**src/rtl/ddr3_clk_rst_pkg.sv**
```systemverilog
// rtl/ddr3_clk_rst_pkg.sv - shared state encoding and defaults for the DDR3 clock/reset sequencer
package ddr3_clk_rst_pkg;

  localparam int STATE_W = 3;

  typedef enum logic [STATE_W-1:0] {
    ST_HOLD     = 3'd0,
    ST_WAIT_CAL = 3'd1,
    ST_STAGGER  = 3'd2,
    ST_RUN      = 3'd3,
    ST_FAIL     = 3'd4
  } state_t;

  localparam int DEF_NUM_CH        = 2;
  localparam int DEF_HOLD_CYCLES   = 16;
  localparam int DEF_CALIB_TIMEOUT = 65536;
  localparam int DEF_MAX_RETRY     = 3;
  localparam int DEF_STAGGER       = 8;

  function automatic int max2(input int a, input int b);
    return (a > b) ? a : b;
  endfunction

endpackage

```
**src/rtl/ddr3_bit_sync.sv**
```systemverilog
// rtl/ddr3_bit_sync.sv - parametrised-width two-flop synchronizer, sync active-low reset to 0
module ddr3_bit_sync #(
  parameter int W = 1
) (
  input  logic         clk,
  input  logic         resetn,
  input  logic [W-1:0] d,
  output logic [W-1:0] q
);

  logic [W-1:0] meta_q;

  always_ff @(posedge clk) begin
    if (!resetn) begin
      meta_q <= '0;
      q      <= '0;
    end else begin
      meta_q <= d;
      q      <= meta_q;
    end
  end

endmodule

```
**src/rtl/ddr3_clk_rst_seq.sv**
```systemverilog
// rtl/ddr3_clk_rst_seq.sv - DDR3 MIG clock pass-through and per-channel reset/calibration sequencer
// Optional: DDR3_CALIB_SYNC_EN adds a 2-flop synchronizer on calib_done_i.
module ddr3_clk_rst_seq
  import ddr3_clk_rst_pkg::*;
#(
  parameter int C_NUM_CH        = DEF_NUM_CH,
  parameter int C_HOLD_CYCLES   = DEF_HOLD_CYCLES,
  parameter int C_CALIB_TIMEOUT = DEF_CALIB_TIMEOUT,
  parameter int C_MAX_RETRY     = DEF_MAX_RETRY,
  parameter int C_STAGGER       = DEF_STAGGER
) (
  input  logic                               sys_clk,
  input  logic                               sys_rst_n,
  output logic                               sys_clk_i,
  output logic                               clk_ref_i,
  input  logic                               soft_rst_i,
  input  logic [C_NUM_CH-1:0]                calib_done_i,
  output logic [C_NUM_CH-1:0]                mig_rst_o,
  output logic [C_NUM_CH-1:0]                user_rst_n_o,
  output logic                               all_ready_o,
  output logic                               calib_fail_o,
  output logic [$clog2(C_MAX_RETRY+1)-1:0]   retry_cnt_o,
  output logic [STATE_W-1:0]                 state_o
);

  localparam int STG_SPAN = (C_NUM_CH > 1) ? (C_NUM_CH - 1) * C_STAGGER : 1;
  localparam int CNT_MAX  = max2(max2(C_HOLD_CYCLES, C_CALIB_TIMEOUT), STG_SPAN);
  localparam int CNT_W    = max2($clog2(CNT_MAX), 1);
  localparam int RTY_W    = $clog2(C_MAX_RETRY + 1);

  localparam logic [CNT_W-1:0] HOLD_LAST = CNT_W'(C_HOLD_CYCLES - 1);
  localparam logic [CNT_W-1:0] TMO_LAST  = CNT_W'(C_CALIB_TIMEOUT - 1);
  localparam logic [CNT_W-1:0] STG_LAST  = CNT_W'(STG_SPAN - 1);
  localparam logic [RTY_W-1:0] RTY_MAX   = RTY_W'(C_MAX_RETRY);

  assign sys_clk_i = sys_clk;
  assign clk_ref_i = sys_clk;

  logic [C_NUM_CH-1:0] calib_eff;

`ifdef DDR3_CALIB_SYNC_EN
  ddr3_bit_sync #(.W(C_NUM_CH)) u_calib_sync (
    .clk    (sys_clk),
    .resetn (sys_rst_n),
    .d      (calib_done_i),
    .q      (calib_eff)
  );
`else
  assign calib_eff = calib_done_i;
`endif

  state_t              state_q, state_d;
  logic [CNT_W-1:0]    cnt_q, cnt_d;
  logic [RTY_W-1:0]    retry_q, retry_d;
  logic                all_done;
  logic [C_NUM_CH-1:0] mig_rst_d, user_rst_n_d;
  logic                ready_d, fail_d;

  always_comb begin
    state_d  = state_q;
    cnt_d    = cnt_q + 1'b1;
    retry_d  = retry_q;
    all_done = &calib_eff;

    case (state_q)
      ST_HOLD: begin
        if (cnt_q == HOLD_LAST) begin
          state_d = ST_WAIT_CAL;
          cnt_d   = '0;
        end
      end
      ST_WAIT_CAL: begin
        // success beats a coincident timeout
        if (all_done) begin
          state_d = ST_STAGGER;
          cnt_d   = '0;
        end else if (cnt_q == TMO_LAST) begin
          cnt_d = '0;
          if (retry_q < RTY_MAX) begin
            retry_d = retry_q + 1'b1;
            state_d = ST_HOLD;
          end else begin
            state_d = ST_FAIL;
          end
        end
      end
      ST_STAGGER: begin
        if (!all_done) begin
          state_d = ST_HOLD;
          cnt_d   = '0;
        end else if (cnt_q == STG_LAST) begin
          state_d = ST_RUN;
          cnt_d   = '0;
        end
      end
      ST_RUN: begin
        cnt_d = '0;
        if (!all_done) state_d = ST_HOLD;
      end
      ST_FAIL: cnt_d = '0;
      default: begin
        state_d = ST_HOLD;
        cnt_d   = '0;
      end
    endcase

    if (soft_rst_i) begin
      state_d = ST_HOLD;
      cnt_d   = '0;
      retry_d = '0;
    end

    // outputs are decoded from the next state so they come straight off flops
    mig_rst_d    = (state_d == ST_HOLD || state_d == ST_FAIL) ? '1 : '0;
    ready_d      = (state_d == ST_RUN);
    fail_d       = (state_d == ST_FAIL);
    user_rst_n_d = '0;
    for (int k = 0; k < C_NUM_CH; k++) begin
      if (state_d == ST_RUN)
        user_rst_n_d[k] = 1'b1;
      else if (state_d == ST_STAGGER)
        user_rst_n_d[k] = (int'(cnt_d) >= k * C_STAGGER);
    end
  end

  always_ff @(posedge sys_clk) begin
    if (!sys_rst_n) begin
      state_q      <= ST_HOLD;
      cnt_q        <= '0;
      retry_q      <= '0;
      mig_rst_o    <= '1;
      user_rst_n_o <= '0;
      all_ready_o  <= 1'b0;
      calib_fail_o <= 1'b0;
    end else begin
      state_q      <= state_d;
      cnt_q        <= cnt_d;
      retry_q      <= retry_d;
      mig_rst_o    <= mig_rst_d;
      user_rst_n_o <= user_rst_n_d;
      all_ready_o  <= ready_d;
      calib_fail_o <= fail_d;
    end
  end

  assign retry_cnt_o = retry_q;
  assign state_o     = state_q;

endmodule

```
**config.mk**
```make
export PLATFORM = sky130hd
export DESIGN_NAME = ddr3_clk_rst_seq
export DESIGN_NICKNAME = d
export VERILOG_FILES = /design/src/rtl/ddr3_clk_rst_pkg.sv /design/src/rtl/ddr3_bit_sync.sv /design/src/rtl/ddr3_clk_rst_seq.sv
export SDC_FILE = /design/constraint.sdc
export NUM_CORES = 1
export LEC_CHECK = 0
export ABC_AREA = 1
export CAP_MARGIN = 15
export CORE_MARGIN = 10
export CORE_UTILIZATION = 35
export CTS_CLUSTER_SIZE = 25
export DETAILED_ROUTE_END_ITERATION = 16
export DONT_BUFFER_PORTS = 1
export GPL_TIMING_DRIVEN = 0
export HOLD_SLACK_MARGIN = 0.08
export PLACE_DENSITY = 0.6
export SYNTH_ARGS = -nofsm -noshare
export SYNTH_HDL_FRONTEND = slang
export SYNTH_SLANG_ARGS = --single-unit
```
**constraint.sdc**
```tcl
create_clock -name sys_clk -period 1.95 [get_ports sys_clk]
set_input_delay 0.39 -clock sys_clk [delete_from_list [all_inputs] [get_ports sys_clk]]
set_output_delay 0.39 -clock sys_clk [all_outputs]
set_load 0.05 [all_outputs]
```
After elaboration in Yosys (flattened, before gate mapping). Cells that the tools add are included.

Add/sub/neg operators: 2. $lt $le $gt $ge: 2. Equality and inequality tests: 10. Muxes and demuxes: 21. Bitwise gates (word level): 2. Reductions and logical operators: 6.

Operators by type and width (count): 16-bit 2-to-1 mux (6); 16-bit case mux with 3 select lines (1); 3-bit 2-to-1 mux (8); 16-bit by 1-bit adder with 16-bit output (second input constant) (1); 16-bit == test (second input constant) (1); 16-bit by 3-bit == test with 1-bit output (second input constant) (1); 16-bit by 4-bit == test with 1-bit output (second input constant) (1); 16-bit by 4-bit >= comparator with 1-bit output (second input constant) (1); 3-bit case mux with 5 select lines (1); 3-bit by 2-bit == test with 1-bit output (second input constant) (4); 3-bit == test (second input constant) (2); 3-bit zero test (2); 1-bit 2-to-1 mux (4); 4-bit AND reduction (1); 3-bit by 1-bit == test with 1-bit output (second input constant) (1); 2-bit by 1-bit adder with 2-bit output (second input constant) (1); 2-bit < comparator (second input constant) (1); 2-bit 2-to-1 mux (1); 1-bit inverter (2); 2-bit AND reduction (1); 2-bit OR reduction (1); 1-bit logical OR (1).

Flip-flop bits (word level): 27. Output and inout port bits: 13. Word-level logic and storage cells: 50.

Longest topological paths before layout.
Depth after elaboration: 9. Gate-level depth with buffers: 13. Gate-level depth less buffers: 13.

==> flow_metrics.py <==
metrics = {
    "outcome": {
        "outcome": "finished, final reports clean",
    },
    "timing": {
        "fin_crit_ns": 1.794,
        "fmaxAchievable_ghz": 0.5574,
        "slew_violations": 0,
        "setup_viol_count_final": 0,
        "postLayoutSetupSlackWorst_ns": 0.1561,
        "finalCritPeriodShare": 0.9199,
        "clock-skew-final_ns": 0.008179,
        "finalHoldWorstSlack_ns": 0.1582,
        "slew_headroom": 0.6339,
        "hold_viol": 0,
        "measured_slew_at_the_worst_slew_check_pin_ns": 0.5484,
    },
    "placed_design": {
        "place_ws_ns": -0.1601,
        "portBuffers": 0,
        "finalWeightedCongestion": 0.8084,
        "hpwlAfterDp_microns": 2532,
        "post_dp_cell_area_sq_mm": 0.001549,
    },
    "yosys": {
        "synth_enable_flop_cells": 0,
        "netlist_top_cells_count": "54 x sky130_fd_sc_hd__nand2_1, 48 x sky130_fd_sc_hd__nor2_1, 26 x sky130_fd_sc_hd__dfxtp_1, 26 x sky130_fd_sc_hd__inv_1, 17 x sky130_fd_sc_hd__nand3_1",
        "yosys_warnings": 0,
        "synthesis.instances": 229,
        "share_of_synthesized_cell_area_in_and_or_nand_and_nor_gates": 0.4689,
        "yosys_most_used_dff": "sky130_fd_sc_hd__dfxtp_1",
        "synthesis.area_per_instance_sq_um": 6.491,
        "yosys.cell_count.top_type": "sky130_fd_sc_hd__nand2_1",
        "async_reset_ff_frac": 0,
        "synth-compound-area-share": 0.05135,
        "dominant_combinational_cell_family_by_area_after_synthesis": "simple AND/OR/NAND/NOR gates",
        "ys_seq_area_frac": 0.3502,
        "synthTopCellsByArea": "sky130_fd_sc_hd__dfxtp_1 35%, sky130_fd_sc_hd__nand2_1 14%, sky130_fd_sc_hd__nor2_1 12%",
        "synthesis.nets": 236,
        "postSynthRegisterBits": 26,
        "count_of_unique_library_cells_instantiated_by_yosys": 25,
        "synth-xor-area-share": 0.01178,
        "post-synth-top-area-fraction": 0.3502,
        "synthAdderAreaFrac": 0.01684,
        "synthesis.area_sq_mm": 0.001486,
        "synth.mux.area_fraction": 0,
        "synth_top_cell_by_area": "sky130_fd_sc_hd__dfxtp_1",
    },
    "cells_and_area": {
        "n_fill_cell": 428,
        "final_antenna_diode_count": 0,
        "design.final.nets": 245,
        "layout-drive-gt1-share": 0.1857,
        "final_core_utilization": 0.4169,
        "layout.cell_area.non_filler_sq_mm": 0.001692,
        "flow.area_growth_from_synthesis_pct": 13.80,
    },
    "route": {
        "detail_route.wirelength_microns": 3278,
        "routedWlPerCell_microns": 11.42,
        "dr_wl_met3_microns": 190,
        "detail_route.drc_violations": 0,
        "detail_route.iter0.violations": 87,
        "top_signal_layer_used": "met4",
        "wl_met2_microns": 1430,
        "vias": 1339,
        "antenna_violating_nets_post_route": 0,
        "met1Wirelength_microns": 1611,
        "drt-pass1-iter-count": 4,
        "vias_per_cell": 4.666,
    },
    "worst_setup_path": {
        "crit_path_max_fanout": 10,
        "cp_data_arrival_time_ns": 2.07,
        "reg2reg_setup_slack_ns": 0.16,
        "r2r_start": "cnt_q[0]",
        "worstSetupEndpointType": "register",
        "crit-reg2reg-capture": "cnt_q[6]",
        "worst_setup_path_start_kind": "register",
        "cp.required_ns": 2.23,
        "worst_r2r_path_depth": 11,
        "path_class": "register to register",
    },
    "power": {
        "powerDensity_mw_per_mm2": 861.5,
        "vdd_ir_drop_max_uv": 1033,
        "leakagePower_nw": 0.6655,
    },
    "floorplan": {
        "design.die.area_sq_mm": 0.007254,
        "num_rows": 23,
        "floorplan.initialDensity": 0.3663,
        "floorplan.die.width_microns": 85.17,
        "floorplan.io_pins": 18,
        "fp.coreArea_sq_mm": 0.004058,
        "floorplan.die.height_microns": 85.17,
    },
    "global_route": {
        "grt-ovfl-total": 0,
        "maximum_number_of_pins_on_one_net_before_global_route_repair": 16,
        "grtUsageTotal": 0.09422,
        "grt_antenna_before_repair": 0,
        "first_global_vias": 1287,
        "first_pass_grt_wire_length_microns": 5727,
    },
    "hold_path": {
        "hold_depth": 3,
        "hold_path_end": "state_o[1]",
        "hp-class": "primary input to register",
        "worstHoldStart": "soft_rst_i",
    },
    "cts": {
        "postCtsSetupBuffers": 0,
        "clk_pin_slew_worst_paths_ns": 0.10,
        "post_cts_hold_buffers": 0,
        "cts_repair_resize_count": 3,
        "worst_skew_pair.late_latency_ns": 0.38,
        "cts_tree": "yes",
    },
    "run": {
        "drv_cap": 0,
    },
}
[through the flow]
stage / power, mW / TNS (ns) / instances
final: 1.457 / 0 / 287
after global routing: 1.515 / -0.01039 / 287
after CTS: 1.479 / 0 / 287
after detailed placement: 0.7887 / -0.1601 / 279
after global placement: 0.7890 / -0.1915 / 279
after floorplan: 0.7835 / 0 / 229
[layout make-up]
cell class | instances | area (sq um) | area share
multi-input cells | 167 | 824.5 | 0.4874
clock inverters | 1 | 30.03 | 0.01775
plain buffers | 4 | 30.03 | 0.01775
inverters | 32 | 120.1 | 0.07101
clock buffers | 7 | 96.34 | 0.05695
flip-flops and latches | 26 | 528.0 | 0.3121
well taps | 50 | 62.56 | 0.03698
[layout by cell type (no fill, tap or decap), types with 4 or more instances in the layout]
cell	instances
sky130_fd_sc_hd__buf_4	4
sky130_fd_sc_hd__clkbuf_8	7
sky130_fd_sc_hd__dfxtp_1	22
sky130_fd_sc_hd__inv_1	26
sky130_fd_sc_hd__inv_2	6
sky130_fd_sc_hd__nand2_1	54
sky130_fd_sc_hd__nand2_2	6
sky130_fd_sc_hd__nand3_1	16
sky130_fd_sc_hd__nand4_1	5
sky130_fd_sc_hd__nor2_1	48
sky130_fd_sc_hd__nor2_2	6
sky130_fd_sc_hd__nor3_1	4
sky130_fd_sc_hd__o21ai_0	5
[report_power, final]
part | switching, mW | internal (mW)
registers | 0.00255 | 0.531
clock network | 0.400 | 0.504
logic | 0.0147 | 0.00551
[registers in the layout (all words and copies together) (netlist names)]
signal	cells
cnt_q	16
state_o	3
all_ready_o	1
retry_cnt_o	2
user_rst_n_o	2
calib_fail_o	1
mig_rst_o	1
[routing by layer]
metal / GRT usage / vias up
li1: - / 731
met1: 0.1220 / 572
met2: 0.1356 / 29
met4: 0.04940 / 0
met3: 0.02868 / 7
met5: 0 / -
[cell families after synthesis]
group,count (synthesis)
AND/OR/NAND/NOR,150
buffers and inverters,36
flip-flops,26
AO/OA/AOI/OAI,13
adder cells (fa/ha/maj),2
XOR/XNOR,2
[critical path, cell delays in order (launching register included)]
cell and delay [ns]:
sky130_fd_sc_hd__dfxtp_2 0.38, sky130_fd_sc_hd__ha_1 0.26, sky130_fd_sc_hd__nand2_2 0.11, sky130_fd_sc_hd__nor2_4 0.16, sky130_fd_sc_hd__nand3_4 0.11, sky130_fd_sc_hd__nor2_4 0.14
sky130_fd_sc_hd__nor2_2 0.06, sky130_fd_sc_hd__inv_2 0.05, sky130_fd_sc_hd__nand2_2 0.08, sky130_fd_sc_hd__nand2_2 0.10, sky130_fd_sc_hd__buf_4 0.19, sky130_fd_sc_hd__nor2_1 0.05
[worst max-delay path by stage]
stage / from / to / slack [ns]
after detailed placement: state_o[1] / user_rst_n_o[1] / -0.16
final: cnt_q[0] / cnt_q[6] / 0.16
after floorplan: state_o[1] / user_rst_n_o[1] / 0.19
after CTS: state_o[1] / user_rst_n_o[1] / 0.06
after global routing: state_o[1] / user_rst_n_o[1] / -0.01
after global placement: state_o[1] / user_rst_n_o[1] / -0.19
Note: power is estimated with default switching activity, not from simulation.
==> patch 1: new RTL, same settings <==
Reset style: asynchronous (`sys_rst_n`), changed in one clocked block. Comments in the files are not updated.
--- a/src/rtl/ddr3_clk_rst_seq.sv
+++ b/src/rtl/ddr3_clk_rst_seq.sv
@@ -123,7 +123,7 @@
     end
   end
 
-  always_ff @(posedge sys_clk) begin
+  always_ff @(posedge sys_clk or negedge sys_rst_n) begin
     if (!sys_rst_n) begin
       state_q      <= ST_HOLD;
       cnt_q        <= '0;
Formal check against the unedited RTL: no difference found for any inputs over 10 cycles, from zero or initial values and one cycle with sys_rst_n low; that may be too few to reach the edited logic, so the function may still have changed.
==> patch 1 against the unedited design <==
- sequential cell count is the same
- synthesized area is 12% higher
- final cell count grew 9.1%
- worst setup slack worse by 0.11 ns
- clock skew up 0.0016 ns
- die area grew 8.8%
- synthesized cell count grew 4.8%
- final area increased by 22%
- wire length grew 29%
- critical path type unchanged
- highest routed layer unchanged
Power is not compared: it rests on default switching activity, and its combinational part moved more than twofold at a synthesized area within 25%.
==> patch 1: results (changes against the unedited design) <==
[yosys]
yosys.cell_types.count=28  ; +12%
ys_seq_area_frac=0.393  ; +0.0427
synth_commonest_cells=nand2_1 (57), nor2_1 (44), inv_1 (37), dfrtp_1 (25), nand3_1 (21)
syn_nets=247  ; +4.7%
yosys.area.top_type=dfrtp_1
postSynth.asyncResetShare=1.00  ; +1.00
yosys-top-cells-area=dfrtp_1 (38%), nand2_1 (13%), nor2_1 (10%)

[global_routing]
grt_use_total=0.113  ; +0.0188
grt_first_pass_wirelength_mm=6.94  ; +21%

[critical_path]
crit_arrival_ns=2.25  ; +0.18 ns
reg2reg_depth=12  ; +1
r2r_start=state_o[2]$_DFF_PN0_

[sta]
setup_ws_ns=0.0413  ; -0.115 ns
slew_headroom=0.654  ; +0.0198
hold_ws_ns=0.107  ; -0.0516 ns

[finish]
final_layout_size_suffix_gt1_frac=0.245  ; +0.0596
fin_cells=313  ; +9.1%
nFillCells=432  ; +0.93%

[min_path]
whs_endpoint=state_o[2]$_DFF_PN0_
hold_depth=1  ; -2

[placement]
place_area_mm2=0.00172  ; +11%
gp_congestion=0.849  ; +5.0%
dp_cells=292  ; +4.7%

[drt]
routed-wl-met2_mm=2.02  ; +41%
via_per_inst=5.02  ; +7.6%
drtIter0Drc=143  ; +64%
wl_met1_mm=1.80  ; +12%
wl_met3_um=306  ; +61%
drt-wirelength-per-cell_um=13.5  ; +18%

[status]
outcome=finished clean

patch 1: cell count changes in the layout (fill, tap and decap cells not counted), sizes merged, moves of 3 or more:
cell | unedited run | this run
a211oi | 3 | 0
buf | 4 | 15
dfrtp | 0 | 25
dfxtp | 26 | 0
inv | 32 | 41
nor2 | 57 | 51
nor3 | 5 | 9
patch 1: power groups by stage:
stage / registers [mW] / clock network (mW) / logic [mW]
2_1_floorplan: 0.559 / 0.221 / 0.0301
3_3_place_gp: 0.560 / 0.221 / 0.0370
3_5_place_dp: 0.560 / 0.221 / 0.0370
4_1_cts: 0.548 / 0.932 / 0.0605
5_1_grt: 0.551 / 0.963 / 0.0861
6_report: 0.550 / 0.904 / 0.0776
patch 1: area by class of cell:
cell class,instances,area (um2),share of cell area
plain buffers,4,33.8,0.0164
flip-flops and latches,26,657,0.318
multi-input cells,170,925,0.448
clock inverters,1,30.0,0.0145
clock buffers,7,96.3,0.0466
inverters,41,154,0.0745
repair buffers,12,105,0.0509
well taps,52,65.1,0.0315
patch 1: repair_timing:
action	in CTS	in global routing
endpoints found under the setup margin	3	3
gates resized for setup	7	26
pin swaps	0	14
cloned	0	1
setup buffers	1	9
hold endpoints to repair	26	0
hold buffers	2	0
patch 1: layer usage:
metal,vias to the layer above,track usage
li1,781,-
met1,725,0.121
met2,52,0.184
met3,13,0.0515
met4,0,0.0573
met5,-,0
patch 1: critical path, cell delays in order, from the launching register on:
cell	delay, ns
dfrtp_2	0.54
inv_2	0.13
nand3_1	0.16
nand2_1	0.12
inv_1	0.07
nor2_4	0.11
nand2_4	0.08
nand2_2	0.13
inv_2	0.09
nor2_4	0.12
inv_2	0.06
or2_1	0.20
inv_1	0.05
==> patch 2: new RTL, same settings <==
Without the edit above. Add a define of `DDR3_CALIB_SYNC_EN`.
--- a/src/rtl/ddr3_clk_rst_seq.sv
+++ b/src/rtl/ddr3_clk_rst_seq.sv
@@ -1,5 +1,7 @@
 // rtl/ddr3_clk_rst_seq.sv - DDR3 MIG clock pass-through and per-channel reset/calibration sequencer
 // Optional: DDR3_CALIB_SYNC_EN adds a 2-flop synchronizer on calib_done_i.
+`define DDR3_CALIB_SYNC_EN
+
 module ddr3_clk_rst_seq
   import ddr3_clk_rst_pkg::*;
 #(
Check against the original RTL: same outputs for any inputs over 10 cycles, from zero or initial values and one cycle with sys_rst_n low; that may be too few to reach the edited logic, so the function may still have changed.
==> patch 2 against the unedited design <==
- critical path depth rose by 4
- final area increased by 10%
- total power increased by 6.1%
- worst setup slack got worse by 0.011 ns
- sequential cell count is 4 higher
- synthesized area grew 8.2%
- wire length rose by 7.0%
- final cell count increased by 6.3%
- largest cell class unchanged
==> patch 2: results (changes against the unedited design) <==
[finish]
final_layout_size_suffix_gt1_frac=0.182  ; -0.00384
n_sequential_cell=30  ; +15%
nClkBuffers=9  ; +2
nFillCells=453  ; +5.8%
num-nets-final=260  ; +6.1%
num-multi-input-gates=176  ; +5.4%
nNonClkInverters=31  ; -3.1%
sh_seq_area=0.329  ; +0.0170

[status]
outcome=finished clean

[placement]
place_area_mm2=0.00167  ; +8.1%
post-place-ws_ns=-0.106  ; +0.0546 ns

[sta]
period_share=0.926  ; +0.00555

[critical_path]
slowest_stage=dfxtp_4
crit_path_end=user_rst_n_o[1]$_SDFF_PN0_
crit_arrival_ns=2.09  ; +0.02 ns
reg2reg_depth=15  ; +4

[yosys]
ys_seq_area_frac=0.373  ; +0.0231
synthAdderAreaFrac=0.0156  ; -0.00128
synth_compound_area_frac=0.0420  ; -0.00936
synth_commonest_cells=nand2_1 (57), nor2_1 (57), dfxtp_1 (30), inv_1 (28), nand3_1 (21)
postSynthAreaPerCell_um2=6.68  ; +2.9%

[drt]
drtIter0Drc=73  ; -16%

[global_routing]
grt_pass1_vias=1373  ; +6.7%
grt_first_pass_wirelength_mm=6.05  ; +5.7%
grt_max_degree=11  ; -5

patch 2: cell count changes after synthesis, moves of 3 or more:
cell / delta
nor2_1: +9
nor2_2: -3
inv_2: -5
nand2_1: +3
nand3_1: +4
nand4_1: -3
a211oi_1: -3
dfxtp_1: +4
patch 2: power breakdown:
part	internal (mW)	switching (mW)	leakage (nW)	total, mW
Clock	0.467	0.434	0.0821	0.902
Combinational	0.00773	0.0184	0.520	0.0261
Sequential	0.616	0.00349	0.246	0.619
Total	1.09	0.456	0.848	1.55
patch 2: per-layer routing:
metal / vias up / GRT usage / routed length, um
li1: 762 / - / -
met1: 633 / 0.121 / 1730
met2: 28 / 0.143 / 1560
met3: 3 / 0.0427 / 198
met4: 0 / 0.0435 / 14
met5: - / 0 / 0
patch 2: stage by stage:
stage,utilization,hold WS [ns]
6_report,0.423,0.101
5_1_grt,0.423,0.0890
4_1_cts,0.412,0.0939
3_5_place_dp,0.379,0.404
3_3_place_gp,0.379,0.399
2_1_floorplan,-,0.390
